**src/rtl/ascii_to_time_pkg.sv**
```systemverilog
// Shared constants and FSM state encoding for the HH:MM:SS<CR> command parser.
package ascii_to_time_pkg;

  localparam logic [7:0] ASCII_0     = 8'h30;
  localparam logic [7:0] ASCII_9     = 8'h39;
  localparam logic [7:0] ASCII_COLON = 8'h3a;
  localparam logic [7:0] ASCII_CR    = 8'h0d;
  localparam logic [7:0] ASCII_LF    = 8'h0a;
  localparam logic [7:0] ASCII_SP    = 8'h20;
  localparam logic [7:0] ASCII_ESC   = 8'h1b;

  // Each state names the field expected next; H1 is never entered because
  // IDLE itself accepts the hour tens digit.
  typedef enum logic [3:0] {
    ST_IDLE = 4'd0,
    ST_H1   = 4'd1,
    ST_H0   = 4'd2,
    ST_C1   = 4'd3,
    ST_M1   = 4'd4,
    ST_M0   = 4'd5,
    ST_C2   = 4'd6,
    ST_S1   = 4'd7,
    ST_S0   = 4'd8,
    ST_END  = 4'd9
  } state_t;

endpackage

```
**src/rtl/ascii_to_time_if.sv**
```systemverilog
// Byte-in / time-out bundle between the UART RX, the parser and the time-load logic.
interface ascii_to_time_if #(
  parameter int DATA_WIDTH = 8
);

  logic [DATA_WIDTH-1:0] rx_data;
  logic                  rx_done;
  logic [3:0]            hour1;
  logic [3:0]            hour0;
  logic [3:0]            min1;
  logic [3:0]            min0;
  logic [3:0]            sec1;
  logic [3:0]            sec0;
  logic                  time_valid;
  logic                  parse_error;
  logic                  busy;

  modport master (
    output rx_data, rx_done,
    input  hour1, hour0, min1, min0, sec1, sec0, time_valid, parse_error, busy
  );

  modport slave (
    input  rx_data, rx_done,
    output hour1, hour0, min1, min0, sec1, sec0, time_valid, parse_error, busy
  );

endinterface

```
**src/rtl/ascii_to_time_digit.sv**
```systemverilog
// ascii_to_digit: classifies a byte as a decimal digit and returns its 4-bit value.
module ascii_to_digit
  import ascii_to_time_pkg::*;
(
  input  logic [7:0] i_byte,
  output logic       o_is_digit,
  output logic [3:0] o_value
);

  // Decode '0'..'9'; 0x30 has a zero low nibble, so byte - 0x30 is just the low nibble.
  always_comb begin
    o_is_digit = 1'b0;
    o_value    = 4'd0;
    if ((i_byte >= ASCII_0) && (i_byte <= ASCII_9)) begin
      o_is_digit = 1'b1;
      o_value    = i_byte[3:0];
    end else begin
      o_is_digit = 1'b0;
      o_value    = 4'd0;
    end
  end

endmodule

```
**src/rtl/ascii_to_time.sv**
```systemverilog
// Parses HH:MM:SS<CR> from UART RX bytes into six committed BCD digits.
// Optional digit range checking is enabled with ASCII_TO_TIME_RANGE_CHECK_EN.
module ascii_to_time
  import ascii_to_time_pkg::*;
#(
  parameter int DATA_WIDTH = 8
) (
  input logic            clk,
  input logic            rst,
  ascii_to_time_if.slave bus
);

  logic [DATA_WIDTH-1:0] w_rx_byte;
  logic                  w_is_digit;
  logic [3:0]            w_value;
  logic                  w_range_ok;
  logic                  w_digit_ok;
  logic                  w_match;
  logic                  w_ignorable;

  state_t          r_state;
  logic [5:0][3:0] r_shadow;
  logic [5:0][3:0] r_digits;
  logic            r_time_valid;
  logic            r_parse_error;
  logic            r_busy;

  assign w_rx_byte = bus.rx_data;

  ascii_to_digit u_digit (
    .i_byte     (w_rx_byte[7:0]),
    .o_is_digit (w_is_digit),
    .o_value    (w_value)
  );

`ifdef ASCII_TO_TIME_RANGE_CHECK_EN
  // Reject digits that cannot form a valid 24-hour time.
  always_comb begin
    w_range_ok = 1'b1;
    case (r_state)
      ST_IDLE: w_range_ok = (w_value <= 4'd2);
      ST_H0: begin
        if (r_shadow[5] == 4'd2) begin
          w_range_ok = (w_value <= 4'd3);
        end else begin
          w_range_ok = 1'b1;
        end
      end
      ST_M1, ST_S1: w_range_ok = (w_value <= 4'd5);
      default: w_range_ok = 1'b1;
    endcase
  end
`else
  assign w_range_ok = 1'b1;
`endif

  assign w_digit_ok  = w_is_digit & w_range_ok;
  assign w_ignorable = (w_rx_byte == ASCII_SP) || (w_rx_byte == ASCII_CR) ||
                       (w_rx_byte == ASCII_LF);

  // Does the byte fit the field expected in the current (non-idle) state?
  always_comb begin
    w_match = 1'b0;
    case (r_state)
      ST_H0, ST_M1, ST_M0, ST_S1, ST_S0: w_match = w_digit_ok;
      ST_C1, ST_C2:                      w_match = (w_rx_byte == ASCII_COLON);
      ST_END:                            w_match = (w_rx_byte == ASCII_CR);
      default:                           w_match = 1'b0;
    endcase
  end

  // Command FSM with shadow capture, commit and registered strobes.
  always_ff @(posedge clk or posedge rst) begin
    if (rst) begin
      r_state       <= ST_IDLE;
      r_shadow      <= '0;
      r_digits      <= '0;
      r_time_valid  <= 1'b0;
      r_parse_error <= 1'b0;
      r_busy        <= 1'b0;
    end else begin
      r_time_valid  <= 1'b0;
      r_parse_error <= 1'b0;
      if (bus.rx_done) begin
        if (w_rx_byte == ASCII_ESC) begin
          r_state  <= ST_IDLE;
          r_shadow <= '0;
          r_busy   <= 1'b0;
        end else if (r_state == ST_IDLE) begin
          if (w_digit_ok) begin
            r_shadow[5] <= w_value;
            r_state     <= ST_H0;
            r_busy      <= 1'b1;
          end else if (w_ignorable) begin
            r_state <= ST_IDLE;
          end else begin
            r_parse_error <= 1'b1;
          end
        end else if (w_match) begin
          case (r_state)
            ST_H0: begin
              r_shadow[4] <= w_value;
              r_state     <= ST_C1;
            end
            ST_C1: r_state <= ST_M1;
            ST_M1: begin
              r_shadow[3] <= w_value;
              r_state     <= ST_M0;
            end
            ST_M0: begin
              r_shadow[2] <= w_value;
              r_state     <= ST_C2;
            end
            ST_C2: r_state <= ST_S1;
            ST_S1: begin
              r_shadow[1] <= w_value;
              r_state     <= ST_S0;
            end
            ST_S0: begin
              r_shadow[0] <= w_value;
              r_state     <= ST_END;
            end
            ST_END: begin
              r_digits     <= r_shadow;
              r_time_valid <= 1'b1;
              r_state      <= ST_IDLE;
              r_busy       <= 1'b0;
            end
            default: begin
              r_state <= ST_IDLE;
              r_busy  <= 1'b0;
            end
          endcase
        end else begin
          // The offending byte is consumed; parsing restarts on the next byte.
          r_parse_error <= 1'b1;
          r_shadow      <= '0;
          r_state       <= ST_IDLE;
          r_busy        <= 1'b0;
        end
      end else begin
        r_state <= r_state;
      end
    end
  end

  assign bus.hour1       = r_digits[5];
  assign bus.hour0       = r_digits[4];
  assign bus.min1        = r_digits[3];
  assign bus.min0        = r_digits[2];
  assign bus.sec1        = r_digits[1];
  assign bus.sec0        = r_digits[0];
  assign bus.time_valid  = r_time_valid;
  assign bus.parse_error = r_parse_error;
  assign bus.busy        = r_busy;

endmodule

```
**src/flat_wrapper.sv**
```systemverilog
// flat-port wrapper written by rule: the top's interface ports become plain ports
module ascii_to_time_flat import ascii_to_time_pkg::*;
#(
  parameter int DATA_WIDTH = 8
)
  (clk, rst, bus_rx_data, bus_rx_done, bus_hour1, bus_hour0, bus_min1, bus_min0, bus_sec1, bus_sec0, bus_time_valid, bus_parse_error, bus_busy);
  ascii_to_time_if #(.DATA_WIDTH(DATA_WIDTH)) bus_i ();
  input logic clk;
  input logic rst;
  input wire logic [$bits(bus_i.rx_data)-1:0] bus_rx_data;
  input wire logic [$bits(bus_i.rx_done)-1:0] bus_rx_done;
  output wire logic [$bits(bus_i.hour1)-1:0] bus_hour1;
  output wire logic [$bits(bus_i.hour0)-1:0] bus_hour0;
  output wire logic [$bits(bus_i.min1)-1:0] bus_min1;
  output wire logic [$bits(bus_i.min0)-1:0] bus_min0;
  output wire logic [$bits(bus_i.sec1)-1:0] bus_sec1;
  output wire logic [$bits(bus_i.sec0)-1:0] bus_sec0;
  output wire logic [$bits(bus_i.time_valid)-1:0] bus_time_valid;
  output wire logic [$bits(bus_i.parse_error)-1:0] bus_parse_error;
  output wire logic [$bits(bus_i.busy)-1:0] bus_busy;
  assign bus_i.rx_data = bus_rx_data;
  assign bus_i.rx_done = bus_rx_done;
  assign bus_hour1 = bus_i.hour1;
  assign bus_hour0 = bus_i.hour0;
  assign bus_min1 = bus_i.min1;
  assign bus_min0 = bus_i.min0;
  assign bus_sec1 = bus_i.sec1;
  assign bus_sec0 = bus_i.sec0;
  assign bus_time_valid = bus_i.time_valid;
  assign bus_parse_error = bus_i.parse_error;
  assign bus_busy = bus_i.busy;
  ascii_to_time #(.DATA_WIDTH(DATA_WIDTH)) u_core (.clk(clk), .rst(rst), .bus(bus_i));
endmodule
```
**config.mk**
```make
export PLATFORM = sky130hd
export DESIGN_NAME = ascii_to_time_flat
export DESIGN_NICKNAME = d
export VERILOG_FILES = /design/src/rtl/ascii_to_time_pkg.sv /design/src/rtl/ascii_to_time_if.sv /design/src/rtl/ascii_to_time_digit.sv /design/src/rtl/ascii_to_time.sv /design/src/flat_wrapper.sv
export SDC_FILE = /design/constraint.sdc
export NUM_CORES = 1
export LEC_CHECK = 0
export BUFFER_PORTS_ARGS = -buffer_cell sky130_fd_sc_hd__buf_2
export CORE_MARGIN = 2
export CORE_UTILIZATION = 60
export DETAILED_ROUTE_END_ITERATION = 8
export MAX_ROUTING_LAYER = met4
export PLACE_DENSITY = 0.86
export SLEW_MARGIN = 20
export SYNTH_ARGS = -nofsm -noshare
export SYNTH_HDL_FRONTEND = slang
export SYNTH_HIERARCHICAL = 1
export SYNTH_SLANG_ARGS = --single-unit
```
**constraint.sdc**
```tcl
create_clock -name clk -period 7 [get_ports clk]
set_clock_uncertainty 0.05 [all_clocks]
set_input_delay 0.7 -clock clk [delete_from_list [all_inputs] [get_ports clk]]
set_output_delay 0.7 -clock clk [all_outputs]
set_load 0.02 [all_outputs]
```
Yosys cells after proc, flatten, opt, wreduce, memory -nomap -nowiden
Index checks and enable logic that the tools add are counted.

Register bits: 55. Latch bits: 0. Bits in writable memories: 0. Memory bits (read-only): 0. Input bits: 11. Output and inout port bits: 27. Logic and storage cells: 95. Memories: 0.

$add $sub $neg: 0. Multipliers: 0. Divide/modulo/power cells: 0. $lt $le $gt $ge: 2. Equal/unequal tests: 23. Shift-type cells: 0. Mux-type cells: 36. Bitwise logic cells: 2. Reduce and logical (&&, ||, !) cells: 16.

Operator list (number): $mux W4 (14); $mux W20 (2); $pmux W4 S7 (1); $mux W24 (1); $reduce_and A3 Y1 (7); $ne A3 B3 Y1 const B (6); $mux W1 (17); $eq A4 B3 Y1 const B (4); $eq A8 B4 Y1 const B (2); $eq A8 B6 Y1 const B (2); $eq A4 B2 Y1 const B (2); $eq A4 B4 Y1 const B (2); $eq A8 B5 Y1 const B (1); $ge A8 B6 Y1 const B (1); $le A8 B6 Y1 const B (1); $reduce_or A7 Y1 (1); $reduce_and A5 Y1 (1); $reduce_or A5 Y1 (1); $logic_not A4 Y1 (1); $ne A4 B2 Y1 const B (1); $ne A4 B4 Y1 const B (1); $ne A3 B2 Y1 const B (1); $pmux W1 S3 (1); $logic_or A1 B1 Y1 (2); other kinds (5) (6).

Longest topological paths before layout
Depth in word-level cells: 8. Depth in mapped cells: 8.

Hierarchy
Netlist, hierarchy kept.

By module, submodules not included: ascii_to_time (times used 1, cells an instance 195, area an instance 2613.8 um^2); ascii_to_digit (times used 1, cells an instance 9, area an instance 81.3 um^2).

Least setup slack after synthesis
No wires, ideal clock.

Path kind: input port to flip-flop. From: input bus_rx_data[1]. To: register u_core.r_digits, in the netlist u_core/bus.hour0[0]. Library setup time: 0.125 ns. Data arrival time: 2.723 ns. Data required time: 6.825 ns. Path slack: 4.102 ns. Stages: 8. Path buffers: 1. Cell sequence: or2_4 a21oi_1 nor3b_1 a32o_1 or3_4 nor4b_4 buf_8 mux2_4.

Word-level cells in the longest chain between the ends: 5. Elaborated cells on any way between the ends: 10. Classes of those cells: order compare: 2; eq/ne: 3; mux: 2; bitwise: 1; reduce/logical: 2.

Ends and longest elaborated chain: start, declared (line flat_wrapper.sv:10) `input wire logic [$bits(bus_i.rx_data)-1:0] bus_rx_data;`; $ge A8 B6 Y1 or $le A8 B6 Y1 (tied branches) (line ascii_to_time_digit.sv:14) `if ((i_byte >= ASCII_0) && (i_byte <= ASCII_9)) begin`; $logic_and A1 B1 Y1 (*) (line ascii_to_time_digit.sv:14); $mux W1 (*) (line ascii_to_time_digit.sv:14); via u_core.w_digit_ok (line ascii_to_time.sv:17) `logic w_digit_ok;`; $pmux W1 S3 (*) (line ascii_to_time.sv:64) `case (r_state)`; $reduce_and A5 Y1 (no line) (*); end signal, assigned (line ascii_to_time.sv:124) `r_digits <= r_shadow;`; end, declared (line ascii_to_time.sv:23) `logic [5:0][3:0] r_digits;`.

The timed path passes the listed nets; every way through them passes the cells marked *. A chain may end at the register's enable or synchronous reset.

Worst setup path in the final report
From: input bus_rx_data[1]. To: register u_core.r_digits, in the netlist u_core/bus.min1[3].

Same word-level chain as after synthesis.

==> impl_metrics.env <==
export IMPL_gp_congestion=0.924
export IMPL_antenna_found_initial=0
export IMPL_worstMarginPinSlew_ns=1.08
export IMPL_vias_per_cell=6.25
export IMPL_dpl_hpwl_mm=3.61
export IMPL_dieHeight_um=71.0
export IMPL_setup_viol_count_final=0
export IMPL_whs_path_depth=1
export IMPL_clock_sinks=55
export IMPL_slew_headroom_pct=28.0
export IMPL_ys_types=48
export IMPL_worstSetupPathType="in2reg"
export IMPL_io_buffers=37
export IMPL_clk_path_buf_depth=2
export IMPL_cts_tree="yes"
export IMPL_synthesis_nets=215
export IMPL_max_clock_freq_ghz=0.277
export IMPL_numCtsBuffers=5
export IMPL_cts_hold_buf=0
export IMPL_synth_seq_cells=55
export IMPL_syn_instance_count=204
export IMPL_ys_seq_area_share_pct=51.1
export IMPL_final_hold_violation_count=0
export IMPL_start_util_pct=61.9
export IMPL_drtPass1Iterations=4
export IMPL_r2r_slack_ns=3.73
export IMPL_p_leak_nw=1.42
export IMPL_crit_start="bus_rx_data[1]"
export IMPL_clk_pin_slew_ns=0.10
export IMPL_synth_area_sq_mm=0.00270
export IMPL_drt_wl_total_mm=5.17
export IMPL_final_cell_mix="dfrtp_1 (55), buf_2 (37), a32o_1 (22)"
export IMPL_period_minus_slack_ns=3.61
export IMPL_synth_top_flop_cell="dfrtp_1"
export IMPL_totalPowerFinal_mw=0.525
export IMPL_clk_latency_ns=0.30
export IMPL_overflow=0
export IMPL_grt_setup_unrepaired="no"
export IMPL_r2r_start="u_core/r_state[2]"
export IMPL_dieArea_sq_mm=0.00504
export IMPL_fin_setup_tns_ns=0
export IMPL_power_density_mw_per_mm2=176
export IMPL_cp_arrival_ns=3.75
export IMPL_grt_pass1_vias=1670
export IMPL_grt_max_degree=56
export IMPL_htree_levels=2
export IMPL_fin_crit_sh_pct=51.5
export IMPL_path_max_fanout=13
export IMPL_final_nets=249
export IMPL_grt_first_pass_wirelength_mm=8.48
export IMPL_cp_start_kind="primary input"
export IMPL_vias=1818
export IMPL_drcViolationCount=0
export IMPL_status="completed"
export IMPL_hp_start="u_core/r_shadow[19]"
export IMPL_drt_iter0_markers=150
export IMPL_placed_cells=283
export IMPL_maxSlewViolCount=0
export IMPL_postCtsSetupBuffers=0
export IMPL_layout_commonest_cell="dfrtp_1"
export IMPL_r2r_cells=6
export IMPL_core_area_sq_mm=0.00435
export IMPL_peakVddDrop_uv=83.1
export IMPL_area_growth_pct=10.4
export IMPL_drv_cap=0
export IMPL_cp_required_ns=7.15
export IMPL_num_rows=24
export IMPL_die_w_um=71.0
export IMPL_avgSynthCellArea_sq_um=13.2
export IMPL_grt_use_total_pct=22.6
export IMPL_root_buffer="clkbuf_8"
export IMPL_crit_path_end_kind="flip-flop"
export IMPL_instances_no_fill=291
export IMPL_synth_edf_count=0
export IMPL_ctsResizeCount=0
export IMPL_synth_warnings=6
export IMPL_async_reset_ff_share_pct=100
export IMPL_hold_class="reg2reg"
export IMPL_routedWlPerCell_um=17.8
export IMPL_drive_gt1_share_pct=36.0
export IMPL_ant_nets=0
export IMPL_io_pins=38
export IMPL_antenna_cells=0
[cells in the mapped netlist (2+ instances only)]
| master | number | area share (%) |
|---|---|---|
| a211oi_1 | 4 | 1.1 |
| a21oi_1 | 5 | 0.93 |
| a32o_1 | 22 | 8.2 |
| and2_1 | 2 | 0.46 |
| buf_4 | 2 | 0.56 |
| buf_8 | 2 | 1.1 |
| clkbuf_1 | 6 | 0.84 |
| dfrtp_1 | 55 | 51 |
| inv_1 | 5 | 0.70 |
| mux2_2 | 4 | 1.7 |
| mux2_4 | 20 | 11 |
| nand2_1 | 12 | 1.7 |
| nand2b_1 | 3 | 0.70 |
| nand4bb_4 | 2 | 2.0 |
| nor2_1 | 7 | 0.98 |
| nor3_1 | 6 | 1.1 |
| nor3b_1 | 3 | 0.84 |
| nor4_1 | 5 | 1.2 |
| nor4b_4 | 2 | 1.8 |
| o21ai_0 | 7 | 1.3 |
| o31ai_1 | 2 | 0.56 |
| xnor2_1 | 2 | 0.65 |
[cells by family (layout without fill, tap and decap cells)]
kind of cell | count (synthesis) | after routing | synth area share (%)
mux | 25 | 25 | 13.2
compound gates | 47 | 47 | 14.6
buf+inv | 16 | 51 | 3.34
simple gates | 58 | 58 | 16.8
flops | 55 | 55 | 51.1
xor+xnor | 3 | 3 | 0.975
[area by class of cell]
cell class	instances	area (sq um)
fill	323	1380
sequential	55	1380
multi-input combinational	133	1230
timing repair buffer	38	193
clock buffer	5	68.8
tap	52	65.1
inverter	5	20.0
clock inverter	3	18.8
[critical path, stage by stage]
cell and delay (ns):
buf_2 0.16, or2_4 0.27, a21oi_1 0.38, nor3b_1 0.23, a32o_1 0.25, or3_4 0.19
nor4b_4 0.80, buf_4 0.40, mux2_2 0.37
[path summary, 6_finish.rpt]
check / endpoint
min in group asynchronous: u_core/bus.min0[1]
worst min register to register: u_core/r_shadow[19]
worst max register to register: u_core/bus.min1[3]
worst min-delay path: u_core/r_shadow[19]
max in group asynchronous: u_core/r_state[2]
worst max-delay path: u_core/bus.min1[3]
[sequential cells by signal, summed over array words and instances, names as in the netlist]
| name | count |
|---|---|
| u_core/bus.min0 | 4 |
| u_core/bus.sec0 | 4 |
| u_core/bus.hour0 | 4 |
| u_core/r_state | 4 |
| u_core/bus.parse_error | 1 |
| u_core/bus.hour1 | 4 |
| u_core/bus.min1 | 4 |
| u_core/bus.busy | 1 |
| u_core/bus.time_valid | 1 |
| u_core/r_shadow | 24 |
| u_core/bus.sec1 | 4 |
[metal layers]
metal | vias up | global-route usage, % | wire length [um]
met5 | - | - | 0
met1 | 893 | 31.7 | 2390
li1 | 852 | - | -
met4 | 0 | 10.3 | 94
met2 | 63 | 32.5 | 2400
met3 | 10 | 3.85 | 284
[power by group]
group / internal (mW) / total [mW] / switching, mW
registers: 0.320 / 0.322 / 0.00200
clock network: 0.0706 / 0.171 / 0.100
logic: 0.0102 / 0.0317 / 0.0215
[per-stage QoR]
stage	hold WS [ns]	worst slack, ns	instance area [sq um]	util [%]
3_3_place_gp	0.423	3.19	2880	66.2
4_1_cts	0.456	3.43	2970	68.2
3_5_place_dp	0.435	3.09	2880	66.2
2_1_floorplan	0.410	4.10	2700	-
5_1_grt	0.476	3.25	2980	68.4
6_report	0.453	3.39	2980	68.4
Power figures use the tool's default switching activity.
